`config.mk`:
```
export PLATFORM = sky130hd
export DESIGN_NAME = core_sequencer_flat
export DESIGN_NICKNAME = d
export VERILOG_FILES = /design/src/rtl/seq_pkg.sv /design/src/rtl/core_sequencer_if.sv /design/src/rtl/core_sequencer_sat_counter.sv /design/src/rtl/core_sequencer.sv /design/src/flat_wrapper.sv
export SDC_FILE = /design/constraint.sdc
export NUM_CORES = 1
export LEC_CHECK = 0
export ABC_AREA = 1
export CAP_MARGIN = 25
export CORE_MARGIN = 3
export CORE_UTILIZATION = 47
export DETAILED_ROUTE_END_ITERATION = 6
export PLACE_DENSITY = 0.86
export SETUP_SLACK_MARGIN = 0.02
export SLEW_MARGIN = 20
export SYNTH_ARGS = -nofsm -noshare
export SYNTH_HDL_FRONTEND = slang
export SYNTH_SLANG_ARGS = --single-unit
```
`constraint.sdc`:
```
create_clock -name Clk -period 1.5 [get_ports Clk]
set_input_delay 0.375 -clock Clk [delete_from_list [all_inputs] [get_ports Clk]]
set_output_delay 0.375 -clock Clk [all_outputs]
set_load 0.03 [all_outputs]
```
`src/rtl/seq_pkg.sv`:
```
// Shared types and default parameters for the core execution sequencer.
package seq_pkg;

    typedef enum logic [2:0] {
        IDLE,
        LAUNCH,
        RUN,
        STALL,
        MEM_WAIT,
        DONE
    } seq_state_t;

    localparam int unsigned STALL_CYC_DEF = 4;
    localparam int unsigned CNT_W_DEF     = 16;
    localparam int unsigned WD_LIMIT_DEF  = 32;

endpackage

```
`src/rtl/core_sequencer_if.sv`:
```
// Host, decoder and data-memory signals seen by the sequencer, bundled with modports.
interface core_sequencer_if #(
    parameter int unsigned CNT_W = 16
);
    logic             Req;
    logic             HaltOp;
    logic             MemOp;
    logic             MultiCyc;
    logic             MemAck;
    logic             Start;
    logic             PcReset;
    logic             PcEn;
    logic             Commit;
    logic             MemStrobe;
    logic             Done;
    logic             Err;
    logic [CNT_W-1:0] CycleCnt;
    logic [CNT_W-1:0] InstrCnt;

    modport master (
        output Req, HaltOp, MemOp, MultiCyc, MemAck,
        input  Start, PcReset, PcEn, Commit, MemStrobe, Done, Err, CycleCnt, InstrCnt
    );

    modport slave (
        input  Req, HaltOp, MemOp, MultiCyc, MemAck,
        output Start, PcReset, PcEn, Commit, MemStrobe, Done, Err, CycleCnt, InstrCnt
    );

endinterface

```
`src/rtl/core_sequencer_sat_counter.sv`:
```
// Up-counter that sticks at all-ones; clear has priority over enable.
module sat_counter #(
    parameter int unsigned W = 16
) (
    input  logic         Clk,
    input  logic         Reset,
    input  logic         i_clr,
    input  logic         i_en,
    output logic [W-1:0] o_cnt
);

    logic [W-1:0] r_cnt;

    always_ff @(posedge Clk) begin
        if (Reset || i_clr) begin
            r_cnt <= '0;
        end else if (i_en && (r_cnt != '1)) begin
            r_cnt <= r_cnt + 1'b1;
        end
    end

    assign o_cnt = r_cnt;

endmodule

```
`src/rtl/core_sequencer.sv`:
```
// Execution controller for the 8-bit core: launch, stall/memory stretching, commit gating, counters.
// Define SEQ_WATCHDOG_EN to add the MemAck wait watchdog that raises Err.
//
// state    | meaning
// IDLE     | PC frozen, waiting for Req
// LAUNCH   | one cycle: PC forced to 0, counters cleared
// RUN      | one instruction decoded per cycle
// STALL    | multi-cycle instruction in progress
// MEM_WAIT | memory request issued, waiting for MemAck
// DONE     | halted; held while Req stays high
module core_sequencer
    import seq_pkg::*;
#(
    parameter int unsigned STALL_CYC = STALL_CYC_DEF,
    parameter int unsigned CNT_W     = CNT_W_DEF,
    parameter int unsigned WD_LIMIT  = WD_LIMIT_DEF
) (
    input  logic             Clk,
    input  logic             Reset,
    core_sequencer_if.slave  bus
);

    localparam int unsigned STL_W = 4;

    seq_state_t         r_state;
    seq_state_t         w_next;
    logic [STL_W-1:0]   r_stall_cnt;
    logic               w_pc_en;
    logic               w_commit;
    logic               w_mem_strobe;
    logic               w_retire;
    logic               w_stall_load;
    logic               w_cyc_en;
    logic               w_cnt_clr;

`ifdef SEQ_WATCHDOG_EN
    localparam int unsigned WD_W = $clog2(WD_LIMIT + 1);

    logic [WD_W-1:0]    r_wd_cnt;
    logic               r_err;
    logic               w_wd_trip;
`endif

    always_ff @(posedge Clk) begin
        if (Reset) begin
            r_state     <= IDLE;
            r_stall_cnt <= '0;
        end else begin
            r_state <= w_next;
            if (w_stall_load) begin
                r_stall_cnt <= STL_W'(STALL_CYC - 2);
            end else if ((r_state == STALL) && (r_stall_cnt != '0)) begin
                r_stall_cnt <= r_stall_cnt - 1'b1;
            end
        end
    end

    always_comb begin
        w_next       = r_state;
        w_pc_en      = 1'b0;
        w_commit     = 1'b0;
        w_mem_strobe = 1'b0;
        w_retire     = 1'b0;
        w_stall_load = 1'b0;
`ifdef SEQ_WATCHDOG_EN
        w_wd_trip    = 1'b0;
`endif
        case (r_state)
            IDLE: begin
                if (bus.Req) w_next = LAUNCH;
            end
            LAUNCH: begin
                w_next = RUN;
            end
            RUN: begin
                // Halt retires but never writes back.
                if (bus.HaltOp) begin
                    w_retire = 1'b1;
                    w_next   = DONE;
                end else if (bus.MemOp) begin
                    w_mem_strobe = 1'b1;
                    w_next       = MEM_WAIT;
                end else if (bus.MultiCyc) begin
                    w_stall_load = 1'b1;
                    w_next       = STALL;
                end else begin
                    w_pc_en  = 1'b1;
                    w_commit = 1'b1;
                    w_retire = 1'b1;
                end
            end
            STALL: begin
                if (r_stall_cnt == '0) begin
                    w_pc_en  = 1'b1;
                    w_commit = 1'b1;
                    w_retire = 1'b1;
                    w_next   = RUN;
                end
            end
            MEM_WAIT: begin
                if (bus.MemAck) begin
                    w_pc_en  = 1'b1;
                    w_commit = 1'b1;
                    w_retire = 1'b1;
                    w_next   = RUN;
                end
`ifdef SEQ_WATCHDOG_EN
                else if (r_wd_cnt == WD_W'(WD_LIMIT - 1)) begin
                    w_wd_trip = 1'b1;
                    w_next    = DONE;
                end
`endif
            end
            DONE: begin
                if (!bus.Req) w_next = IDLE;
            end
            default: begin
                w_next = IDLE;
            end
        endcase
    end

`ifdef SEQ_WATCHDOG_EN
    // Wait count restarts on every MEM_WAIT entry; Err clears as the next launch begins.
    always_ff @(posedge Clk) begin
        if (Reset) begin
            r_wd_cnt <= '0;
            r_err    <= 1'b0;
        end else begin
            if (r_state == MEM_WAIT) begin
                r_wd_cnt <= r_wd_cnt + 1'b1;
            end else begin
                r_wd_cnt <= '0;
            end
            if (w_next == LAUNCH) begin
                r_err <= 1'b0;
            end else if (w_wd_trip) begin
                r_err <= 1'b1;
            end
        end
    end

    assign bus.Err = r_err;
`else
    assign bus.Err = 1'b0;
`endif

    assign w_cyc_en  = (r_state == RUN) || (r_state == STALL) || (r_state == MEM_WAIT);
    assign w_cnt_clr = (r_state == LAUNCH);

    sat_counter #(.W(CNT_W)) u_cycle_cnt (
        .Clk   (Clk),
        .Reset (Reset),
        .i_clr (w_cnt_clr),
        .i_en  (w_cyc_en),
        .o_cnt (bus.CycleCnt)
    );

    sat_counter #(.W(CNT_W)) u_instr_cnt (
        .Clk   (Clk),
        .Reset (Reset),
        .i_clr (w_cnt_clr),
        .i_en  (w_retire),
        .o_cnt (bus.InstrCnt)
    );

    assign bus.Start     = (r_state == IDLE) || (r_state == DONE);
    assign bus.PcReset   = (r_state == LAUNCH);
    assign bus.Done      = (r_state == DONE);
    assign bus.PcEn      = w_pc_en;
    assign bus.Commit    = w_commit;
    assign bus.MemStrobe = w_mem_strobe;

endmodule

```
`src/flat_wrapper.sv`:
```
// flat-port wrapper written by rule: the top's interface ports become plain ports
module core_sequencer_flat import seq_pkg::*;
#(
    parameter int unsigned STALL_CYC = STALL_CYC_DEF,
    parameter int unsigned CNT_W     = CNT_W_DEF,
    parameter int unsigned WD_LIMIT  = WD_LIMIT_DEF
)
  (Clk, Reset, bus_Req, bus_HaltOp, bus_MemOp, bus_MultiCyc, bus_MemAck, bus_Start, bus_PcReset, bus_PcEn, bus_Commit, bus_MemStrobe, bus_Done, bus_Err, bus_CycleCnt, bus_InstrCnt);
  core_sequencer_if #(.CNT_W(CNT_W)) bus_i ();
  input  logic Clk;
  input  logic Reset;
  input wire logic [$bits(bus_i.Req)-1:0] bus_Req;
  input wire logic [$bits(bus_i.HaltOp)-1:0] bus_HaltOp;
  input wire logic [$bits(bus_i.MemOp)-1:0] bus_MemOp;
  input wire logic [$bits(bus_i.MultiCyc)-1:0] bus_MultiCyc;
  input wire logic [$bits(bus_i.MemAck)-1:0] bus_MemAck;
  output wire logic [$bits(bus_i.Start)-1:0] bus_Start;
  output wire logic [$bits(bus_i.PcReset)-1:0] bus_PcReset;
  output wire logic [$bits(bus_i.PcEn)-1:0] bus_PcEn;
  output wire logic [$bits(bus_i.Commit)-1:0] bus_Commit;
  output wire logic [$bits(bus_i.MemStrobe)-1:0] bus_MemStrobe;
  output wire logic [$bits(bus_i.Done)-1:0] bus_Done;
  output wire logic [$bits(bus_i.Err)-1:0] bus_Err;
  output wire logic [$bits(bus_i.CycleCnt)-1:0] bus_CycleCnt;
  output wire logic [$bits(bus_i.InstrCnt)-1:0] bus_InstrCnt;
  assign bus_i.Req = bus_Req;
  assign bus_i.HaltOp = bus_HaltOp;
  assign bus_i.MemOp = bus_MemOp;
  assign bus_i.MultiCyc = bus_MultiCyc;
  assign bus_i.MemAck = bus_MemAck;
  assign bus_Start = bus_i.Start;
  assign bus_PcReset = bus_i.PcReset;
  assign bus_PcEn = bus_i.PcEn;
  assign bus_Commit = bus_i.Commit;
  assign bus_MemStrobe = bus_i.MemStrobe;
  assign bus_Done = bus_i.Done;
  assign bus_Err = bus_i.Err;
  assign bus_CycleCnt = bus_i.CycleCnt;
  assign bus_InstrCnt = bus_i.InstrCnt;
  core_sequencer #(.STALL_CYC(STALL_CYC), .CNT_W(CNT_W), .WD_LIMIT(WD_LIMIT)) u_core (.Clk(Clk), .Reset(Reset), .bus(bus_i));
endmodule
```
==> qor.txt, run 1 <==
outcome = finished, violations left
violations in the final reports = setup timing
standard-cell rows = 25
vias in the first global route = 2,854
launch instance of the worst register-to-register path = u_core.u_instr_cnt.o_cnt[4]
mean instance size in the synthesized netlist = 6.43 sq um
sequential share of power = 0.263
count of antenna-violating nets left after detailed routing = 0
antenna cells = 0
number of max-slew violations in the final report = 0
DR pass1 iterations = 7
clock network fraction of total power = 0.141
startpoint class of the critical path = register
leading cell type in the layout, fill and taps excluded = sky130_fd_sc_hd__nand2_1
reg-to-reg setup timing slack = -0.24 ns
CTS max path bufs = 2
Detailed Place HPWL = 5.11 mm
crit path kind = register to output port
Area growth, synth to finish = 63.0%
total area of multi-input combinational cells = 1890 sq um
number of different library cells in the post-synthesis netlist = 32
number of flip-flops and latches in the synthesized netlist = 39
Net Switching = 2.39 mW
leakage power = 1.68 nW
GRT Total Usage = 0.255
P per Cell Area = 1280 nW/um^2
least setup slack across all paths after layout = -0.246 ns
drt wl/cell = 17.9 um
class of the worst hold path = register to register
number of cells traversed by the worst register-to-register path = 8
setup repair after global routing missed its margin = yes
crit-path max FO = 3
fraction of layout instances using a drive strength above 1 = 0.463
number of buffers inserted for hold repair after clock tree synthesis = 0
CTS buffer count = 5
share of power burned in combinational logic = 0.596
cell internal pwr = 2.80 mW
final weighted congestion of routability-driven global placement = 0.888
Worst VDD drop = 1.22 mV
kind of end point of the critical path = output port
part of the cycle the worst path needs = 1.16
CTS tree = done
Final TNS setup = -1.93 ns
max-cap violations = 0
overall die width = 78.7 um
most frequent cells in the layout = 92 x sky130_fd_sc_hd__nand2_1, 60 x sky130_fd_sc_hd__buf_4, 36 x sky130_fd_sc_hd__nor2_1
Die Y = 78.7 um
1st-iter DRT viols = 303
Reg clk slew, reported paths = 0.08 ns
vias after detailed routing = 3,246
syn_nets = 396
die footprint = 6190 sq um
Worst Min Path Start = u_core.u_instr_cnt.o_cnt[14]
worst endpoint data arrival time = 1.37 ns
Vias/cell = 5.76
root buf cell = sky130_fd_sc_hd__clkbuf_8
detailed-route DRC error count = 0
total core area = 4910 sq um
sequential element share of the synthesized area = 0.314
wire length after detailed routing = 10.1 mm
largest net degree at the start of global routing = 14
required time reported for the critical path endpoint = 1.12 ns
depth of the worst hold-timing path = 2
final hold violation count = 0
number of top-level pins = 46
Final setup viols = 28
total of warnings raised by yosys = 0
net switching share of the total power = 0.461
leftover overflow at the end of global routing = 0
quantity of I/O buffers inserted on ports = 44
clock latency reported for the late side of the worst-skew pair = 0.31 ns
initial cell density of the core = 0.506
Register Area = 831 sq um
number of antenna violations at the first check in global routing = 0
terminating pin of the worst hold path = u_core.u_instr_cnt.o_cnt[14]
Synth Instances = 386
filler cell count in the final layout = 273
first-pass GRT wire length = 12.9 mm
total power of the final layout = 5.19 mW
clock sinks = 39
summed instance area of the synthesized netlist = 2480 sq um
achievable frequency = 0.573 GHz
Final nets = 506
endpoint of the worst register-to-register path = u_core.u_instr_cnt.o_cnt[15]
count of H-tree levels built during CTS = 2
Post-Route Skew = 0.00710 ns
Final Critical Period = 1.75 ns
[worst max-delay path by stage]
| stage | startpoint | end | slack, ns |
|---|---|---|---|
| 2_1_floorplan | u_core.r_state[2] | bus_PcEn | 0.009 |
| 3_3_place_gp | bus_MemOp | bus_PcEn | -0.32 |
| 3_5_place_dp | bus_MemOp | bus_Commit | -0.33 |
| 4_1_cts | u_core.r_state[2] | bus_Commit | -0.20 |
| 5_1_grt | u_core.u_instr_cnt.o_cnt[4] | u_core.u_instr_cnt.o_cnt[15] | -0.35 |
| 6_report | u_core.r_state[2] | bus_Commit | -0.25 |
[logic make-up after synthesis]
family | share of synthesized area
buf+inv | 0.0877
other cells | 0.00151
compound gates | 0.115
xor+xnor | 0.0423
fa+ha+maj | 0.0151
flops | 0.314
simple gates | 0.424
[stage by stage]
| stage | setup WS, ns | area [sq um] | utilization | cells | hold WS (ns) |
|---|---|---|---|---|---|
| after floorplan | 0.00940 | 2570 | - | 386 | 0.447 |
| after global placement | -0.318 | 3320 | 0.676 | 529 | 0.472 |
| after detailed placement | -0.329 | 3320 | 0.676 | 529 | 0.482 |
| after CTS | -0.202 | 3620 | 0.737 | 556 | 0.495 |
| after global routing | -0.353 | 4050 | 0.824 | 564 | 0.502 |
| final | -0.246 | 4050 | 0.824 | 564 | 0.492 |
[final cells by class]
cell class,count,area share
Multi-Input combinational cell,300,0.467
Clock inverter,2,0.00309
Sequential cell,39,0.205
Inverter,38,0.0442
Timing Repair inverter,1,0.00278
Tap cell,67,0.0207
Clock buffer,6,0.0179
Timing Repair Buffer,111,0.239
[cells in the mapped netlist]
| cell | n | area (sq um) |
|---|---|---|
| sky130_fd_sc_hd__nand2_1 | 123 | 462 |
| sky130_fd_sc_hd__nor2_1 | 53 | 199 |
| sky130_fd_sc_hd__dfxtp_1 | 39 | 781 |
| sky130_fd_sc_hd__inv_1 | 34 | 128 |
| sky130_fd_sc_hd__a21oi_1 | 28 | 140 |
| sky130_fd_sc_hd__nand3_1 | 25 | 125 |
| sky130_fd_sc_hd__nand4_1 | 12 | 75.1 |
| sky130_fd_sc_hd__o21ai_0 | 12 | 60.1 |
| sky130_fd_sc_hd__xnor2_1 | 6 | 52.6 |
| sky130_fd_sc_hd__xor2_1 | 6 | 52.6 |
| sky130_fd_sc_hd__a21oi_2 | 5 | 43.8 |
| sky130_fd_sc_hd__nor2_4 | 4 | 45.0 |
| sky130_fd_sc_hd__buf_2 | 3 | 15.0 |
| sky130_fd_sc_hd__buf_4 | 3 | 22.5 |
| sky130_fd_sc_hd__buf_6 | 3 | 33.8 |
| sky130_fd_sc_hd__ha_1 | 3 | 37.5 |
| sky130_fd_sc_hd__nand2_2 | 3 | 18.8 |
| sky130_fd_sc_hd__nand3b_1 | 3 | 22.5 |
| sky130_fd_sc_hd__nor2_2 | 3 | 18.8 |
| sky130_fd_sc_hd__o21ai_2 | 3 | 26.3 |
| sky130_fd_sc_hd__inv_2 | 2 | 7.51 |
| sky130_fd_sc_hd__nand2_4 | 2 | 22.5 |
| sky130_fd_sc_hd__nor3_1 | 2 | 10.0 |
| sky130_fd_sc_hd__and3_1 | 1 | 6.26 |
| sky130_fd_sc_hd__clkinv_2 | 1 | 5.00 |
| sky130_fd_sc_hd__conb_1 | 1 | 3.75 |
| sky130_fd_sc_hd__inv_4 | 1 | 6.26 |
| sky130_fd_sc_hd__nand3_2 | 1 | 10.0 |
| sky130_fd_sc_hd__nand3_4 | 1 | 17.5 |
| sky130_fd_sc_hd__nand4_4 | 1 | 21.3 |
| sky130_fd_sc_hd__o211ai_1 | 1 | 7.51 |
| sky130_fd_sc_hd__o31ai_1 | 1 | 7.51 |
[critical path, stage by stage (launching register included)]
cell and delay, ns:
sky130_fd_sc_hd__dfxtp_4 0.37, sky130_fd_sc_hd__inv_4 0.07, sky130_fd_sc_hd__nand2_4 0.07, sky130_fd_sc_hd__nor2_4 0.11
sky130_fd_sc_hd__inv_2 0.06, sky130_fd_sc_hd__nor2_2 0.11, sky130_fd_sc_hd__inv_2 0.07, sky130_fd_sc_hd__nand3_4 0.07
sky130_fd_sc_hd__buf_6 0.14
[repair_timing]
item,in CTS,in global routing
gates resized for setup,80,127
pin swaps,10,25
buffers inserted,18,8
cloned,1,1
setup endpoints to repair,55,58
[routing by layer]
layer | part of all wire | routed length, um | vias up | track usage
met5 | 0 | 0 | - | 0
met4 | 0.052 | 525 | 0 | 0.0962
met3 | 0.083 | 840 | 68 | 0.0397
met2 | 0.50 | 5090 | 212 | 0.447
met1 | 0.36 | 3620 | 1505 | 0.313
li1 | - | - | 1461 | -
[state kept, by name, indices dropped and copies added (netlist names)]
name	flops
u_core.r_stall_cnt	4
u_core.r_state	3
u_core.u_cycle_cnt.o_cnt	16
u_core.u_instr_cnt.o_cnt	16
[power by group through the flow]
stage	Sequential (mW)	Clock (mW)	Combinational, mW
2_1_floorplan	1.41	0	1.15
3_3_place_gp	1.36	0	1.80
3_5_place_dp	1.36	0	1.84
4_1_cts	1.34	0.728	2.23
5_1_grt	1.38	0.768	3.26
6_report	1.36	0.730	3.09
No activity file was read; power rests on OpenSTA's default activity.
==> inputs of run 2 (changes only) <==
--- a/config.mk
+++ b/config.mk
@@ -15,4 +15,5 @@
 export SLEW_MARGIN = 20
 export SYNTH_ARGS = -nofsm -noshare
 export SYNTH_HDL_FRONTEND = slang
+export SYNTH_HIERARCHICAL = 1
 export SYNTH_SLANG_ARGS = --single-unit
==> run 2 against run 1 <==
Effect of this change:
- the flow still finishes with violations (setup timing)
- clock skew fell by 0.0026 ns
- non-clock buffer count is 3 higher
- via count grew 2.0%
- synthesized area rose by 0.50%
- highest routed layer unchanged
==> qor.txt, run 2 <==
quantity of I/O buffers inserted on ports = 44 (unchanged)
Die Y = 78.9 um (was 78.7 um)
Register Area = 811 sq um (was 831 sq um)
Synth Instances = 386 (unchanged)
most numerous cell in the Yosys netlist = sky130_fd_sc_hd__nand2_1 (unchanged)
Final nets = 508 (was 506)
initial cell density of the core = 0.508 (was 0.506)
DR pass1 iterations = 5 (was 7)
standard-cell rows = 25 (unchanged)
Final Critical Period = 1.82 ns (was 1.75 ns)
sequential element share of the synthesized area = 0.313 (was 0.314)
summed instance area of the synthesized netlist = 2500 sq um (was 2480 sq um)
root buf cell = sky130_fd_sc_hd__clkbuf_8 (unchanged)
crit-path max FO = 4 (was 3)
final hold violation count = 0 (unchanged)
number of flip-flops and latches in the synthesized netlist = 39 (unchanged)
number of top-level pins = 46 (unchanged)
final weighted congestion of routability-driven global placement = 0.903 (was 0.888)
ranking of synthesized cells by area = sky130_fd_sc_hd__dfxtp_1 31%, sky130_fd_sc_hd__nand2_1 13%, sky130_fd_sc_hd__nor2_1 12%, sky130_fd_sc_hd__nand3_1 6.8%, sky130_fd_sc_hd__inv_1 5.3% (was sky130_fd_sc_hd__dfxtp_1 31%, sky130_fd_sc_hd__nand2_1 19%, sky130_fd_sc_hd__nor2_1 8.0%, sky130_fd_sc_hd__a21oi_1 5.6%, sky130_fd_sc_hd__inv_1 5.1%)
fraction of registers with async set or reset after synthesis = 0 (unchanged)
filler cell count in the final layout = 262 (was 273)
count of antenna-violating nets left after detailed routing = 0 (unchanged)
number of synthesized flops with an enable pin = 0 (unchanged)
number of cells traversed by the worst register-to-register path = 11 (was 8)
detailed-route DRC error count = 0 (unchanged)
number of antenna violations at the first check in global routing = 0 (unchanged)
kind of end point of the critical path = output port (unchanged)
Final setup viols = 41 (was 28)
Post-Route Skew = 0.00453 ns (was 0.00710 ns)
first-pass GRT wire length = 13.3 mm (was 12.9 mm)
CTS max path bufs = 2 (unchanged)
CTS buffer count = 5 (unchanged)
worst endpoint data arrival time = 1.45 ns (was 1.37 ns)
Final TNS setup = -6.95 ns (was -1.93 ns)
syn_nets = 396 (unchanged)
Worst VDD drop = 1.08 mV (was 1.22 mV)
vias after detailed routing = 3,311 (was 3,246)
Area growth, synth to finish = 65.9% (was 63.0%)
total area of multi-input combinational cells = 1970 sq um (was 1890 sq um)
leading cell type in the layout, fill and taps excluded = sky130_fd_sc_hd__nand2_1 (unchanged)
Detailed Place HPWL = 5.01 mm (was 5.11 mm)
clock sinks = 39 (unchanged)
part of the cycle the worst path needs = 1.21 (was 1.16)
kind of cell adding the most delay to the critical path = flip-flops (unchanged)
total of warnings raised by yosys = 6 (was 0)
leading cell types by count after synthesis = 86 x sky130_fd_sc_hd__nand2_1, 80 x sky130_fd_sc_hd__nor2_1, 39 x sky130_fd_sc_hd__dfxtp_1 (was 123 x sky130_fd_sc_hd__nand2_1, 53 x sky130_fd_sc_hd__nor2_1, 39 x sky130_fd_sc_hd__dfxtp_1)
clock latency reported for the late side of the worst-skew pair = 0.30 ns (was 0.31 ns)
number of buffers inserted for hold repair after clock tree synthesis = 0 (unchanged)
depth of the worst hold-timing path = 2 (unchanged)
leftover overflow at the end of global routing = 0 (unchanged)
crit-path cells = nor2_1, a32oi_2, buf_4, nand2_4, buf_6 (was inv_4, nand2_4, nor2_4, inv_2, nor2_2, inv_2, nand3_4, buf_6)
number of max-slew violations in the final report = 0 (unchanged)
library cell with the largest summed area after synthesis = sky130_fd_sc_hd__dfxtp_1 (unchanged)
total core area = 4910 sq um (unchanged)
class of the worst hold path = register to register (unchanged)
Vias/cell = 5.85 (was 5.76)
Non-Filler Cell Area, Final = 4140 sq um (was 4050 sq um)
post-detailed-placement cell area = 3400 sq um (was 3320 sq um)
fraction of layout instances using a drive strength above 1 = 0.451 (was 0.463)
startpoint class of the critical path = register (unchanged)
most frequent cells in the layout = 69 x sky130_fd_sc_hd__nand2_1, 59 x sky130_fd_sc_hd__buf_4, 53 x sky130_fd_sc_hd__nor2_1 (was 92 x sky130_fd_sc_hd__nand2_1, 60 x sky130_fd_sc_hd__buf_4, 36 x sky130_fd_sc_hd__nor2_1)
stage delay of the slowest cell on the critical path = 0.40 ns (was 0.37 ns)
achievable frequency = 0.549 GHz (was 0.573 GHz)
leakage power = 1.89 nW (was 1.68 nW)
GRT Total Usage = 0.265 (was 0.255)
mean instance size in the synthesized netlist = 6.47 sq um (was 6.43 sq um)
number of different library cells in the post-synthesis netlist = 31 (was 32)
fraction of synthesized cell area taken by the top area cell type = 0.313 (was 0.314)
1st-iter DRT viols = 197 (was 303)
crit path kind = register to output port (unchanged)
antenna cells = 0 (unchanged)
wire length after detailed routing = 9.74 mm (was 10.1 mm)
CTS tree = done (unchanged)
count of buffering cells on the critical path with inverters included = 2 (was 4)
worst hold margin = 0.543 ns (was 0.492 ns)
overall die width = 78.9 um (was 78.7 um)
die footprint = 6220 sq um (was 6190 sq um)
count of H-tree levels built during CTS = 2 (unchanged)
cell type of the slowest stage on the worst timing path = sky130_fd_sc_hd__dfxtp_1 (was sky130_fd_sc_hd__dfxtp_4)
top_reg_cell synth = sky130_fd_sc_hd__dfxtp_1 (unchanged)
setup repair after global routing missed its margin = yes (unchanged)
violations in the final reports = setup timing (unchanged)
vias in the first global route = 3,032 (was 2,854)
P per Cell Area = 1140 nW/um^2 (was 1280 nW/um^2)
largest net degree at the start of global routing = 17 (was 14)
max-cap violations = 0 (unchanged)
drt wl/cell = 17.2 um (was 17.9 um)
Worst path depth = 5 (was 8)
required time reported for the critical path endpoint = 1.12 ns (about the same)
least setup slack across all paths after layout = -0.322 ns (was -0.246 ns)
Reg clk slew, reported paths = 0.08 ns (about the same)
outcome = finished, violations left (unchanged)
run 2: cell types whose count changed after synthesis, sizes merged, moves of 6 or more:
cell,delta
nor2,+38
nand2,-29
a21oi,-9
nand3,+8
xnor2,-6
xor2,-6
run 2: worst paths after layout:
| check | to | startpoint | slack [ns] |
|---|---|---|---|
| hold reg to reg | u_core/u_instr_cnt/o_cnt[9] | u_core/u_instr_cnt/o_cnt[9] | 0.54 |
| setup reg to reg | u_core/u_instr_cnt/o_cnt[14] | u_core/r_stall_cnt[2] | -0.29 |
| hold / removal | u_core/u_instr_cnt/o_cnt[9] | u_core/u_instr_cnt/o_cnt[9] | 0.54 |
| setup / recovery | bus_PcEn | u_core/r_stall_cnt[2] | -0.32 |
run 2: routing by layer:
layer / GRT usage / routed length (um) / up-vias
li1: - / - / 1460
met1: 0.297 / 3510 / 1548
met2: 0.480 / 4850 / 226
met3: 0.0420 / 684 / 77
met4: 0.141 / 695 / 0
met5: 0 / 0 / -
run 2: timing repair:
item,CTS,global route
setup buffers,10,12
pin swaps,30,43
setup endpoints to repair,55,53
hold endpoints to repair,0,0
gates cloned,0,1
resized for setup,105,84
run 2: logic make-up (layout without fill, tap and decap cells):
| family | after synthesis | after routing | synth area share |
|---|---|---|---|
| and+or+nand+nor | 251 | 251 | 0.480 |
| other | 1 | 1 | 0.00150 |
| adders and majority gates | 3 | 3 | 0.0150 |
| DFF | 39 | 39 | 0.313 |
| AOI/OAI and AO/OA | 43 | 43 | 0.0962 |
| buffers and inverters | 49 | 162 | 0.0942 |
run 2: stage by stage:
stage / utilization / cells / setup WS, ns / total power [mW]
6_report: 0.843 / 566 / -0.322 / 4.73
5_1_grt: 0.843 / 566 / -0.383 / 4.95
4_1_cts: 0.769 / 556 / -0.265 / 4.15
3_5_place_dp: 0.692 / 538 / -0.354 / 3.11
3_3_place_gp: 0.692 / 538 / -0.304 / 3.06
2_1_floorplan: - / 386 / -0.119 / 2.52
run 2: power by group:
| part | internal [mW] | switching (mW) |
|---|---|---|
| logic | 1.22 | 1.47 |
| clock network | 0.326 | 0.375 |
| registers | 1.17 | 0.163 |
| total | 2.72 | 2.01 |
run 2: tightest hold or removal path: cells and delay by family, from the launching register on:
kind | cells | cell delay [ns]
DFF | 1 | 0.34
AOI/OAI and AO/OA | 1 | 0.12
and+or+nand+nor | 1 | 0.05
run 2: final cells by class:
cell class / count / area share
Multi-Input combinational cell: 298 / 0.476
Timing Repair Buffer: 114 / 0.247
Sequential cell: 39 / 0.196
Inverter: 40 / 0.0408
Tap cell: 67 / 0.0202
Clock buffer: 7 / 0.0184
Clock inverter: 1 / 0.00121
==> inputs of run 3 (changes only) <==
--- a/config.mk
+++ b/config.mk
@@ -12,7 +12,7 @@
 export DETAILED_ROUTE_END_ITERATION = 6
 export PLACE_DENSITY = 0.86
 export SETUP_SLACK_MARGIN = 0.02
-export SLEW_MARGIN = 20
+export SLEW_MARGIN = 10
 export SYNTH_ARGS = -nofsm -noshare
 export SYNTH_HDL_FRONTEND = slang
 export SYNTH_HIERARCHICAL = 1
==> results of run 3 <==
Same layout as run 2: the final DEF is identical, and so are final timing and power.
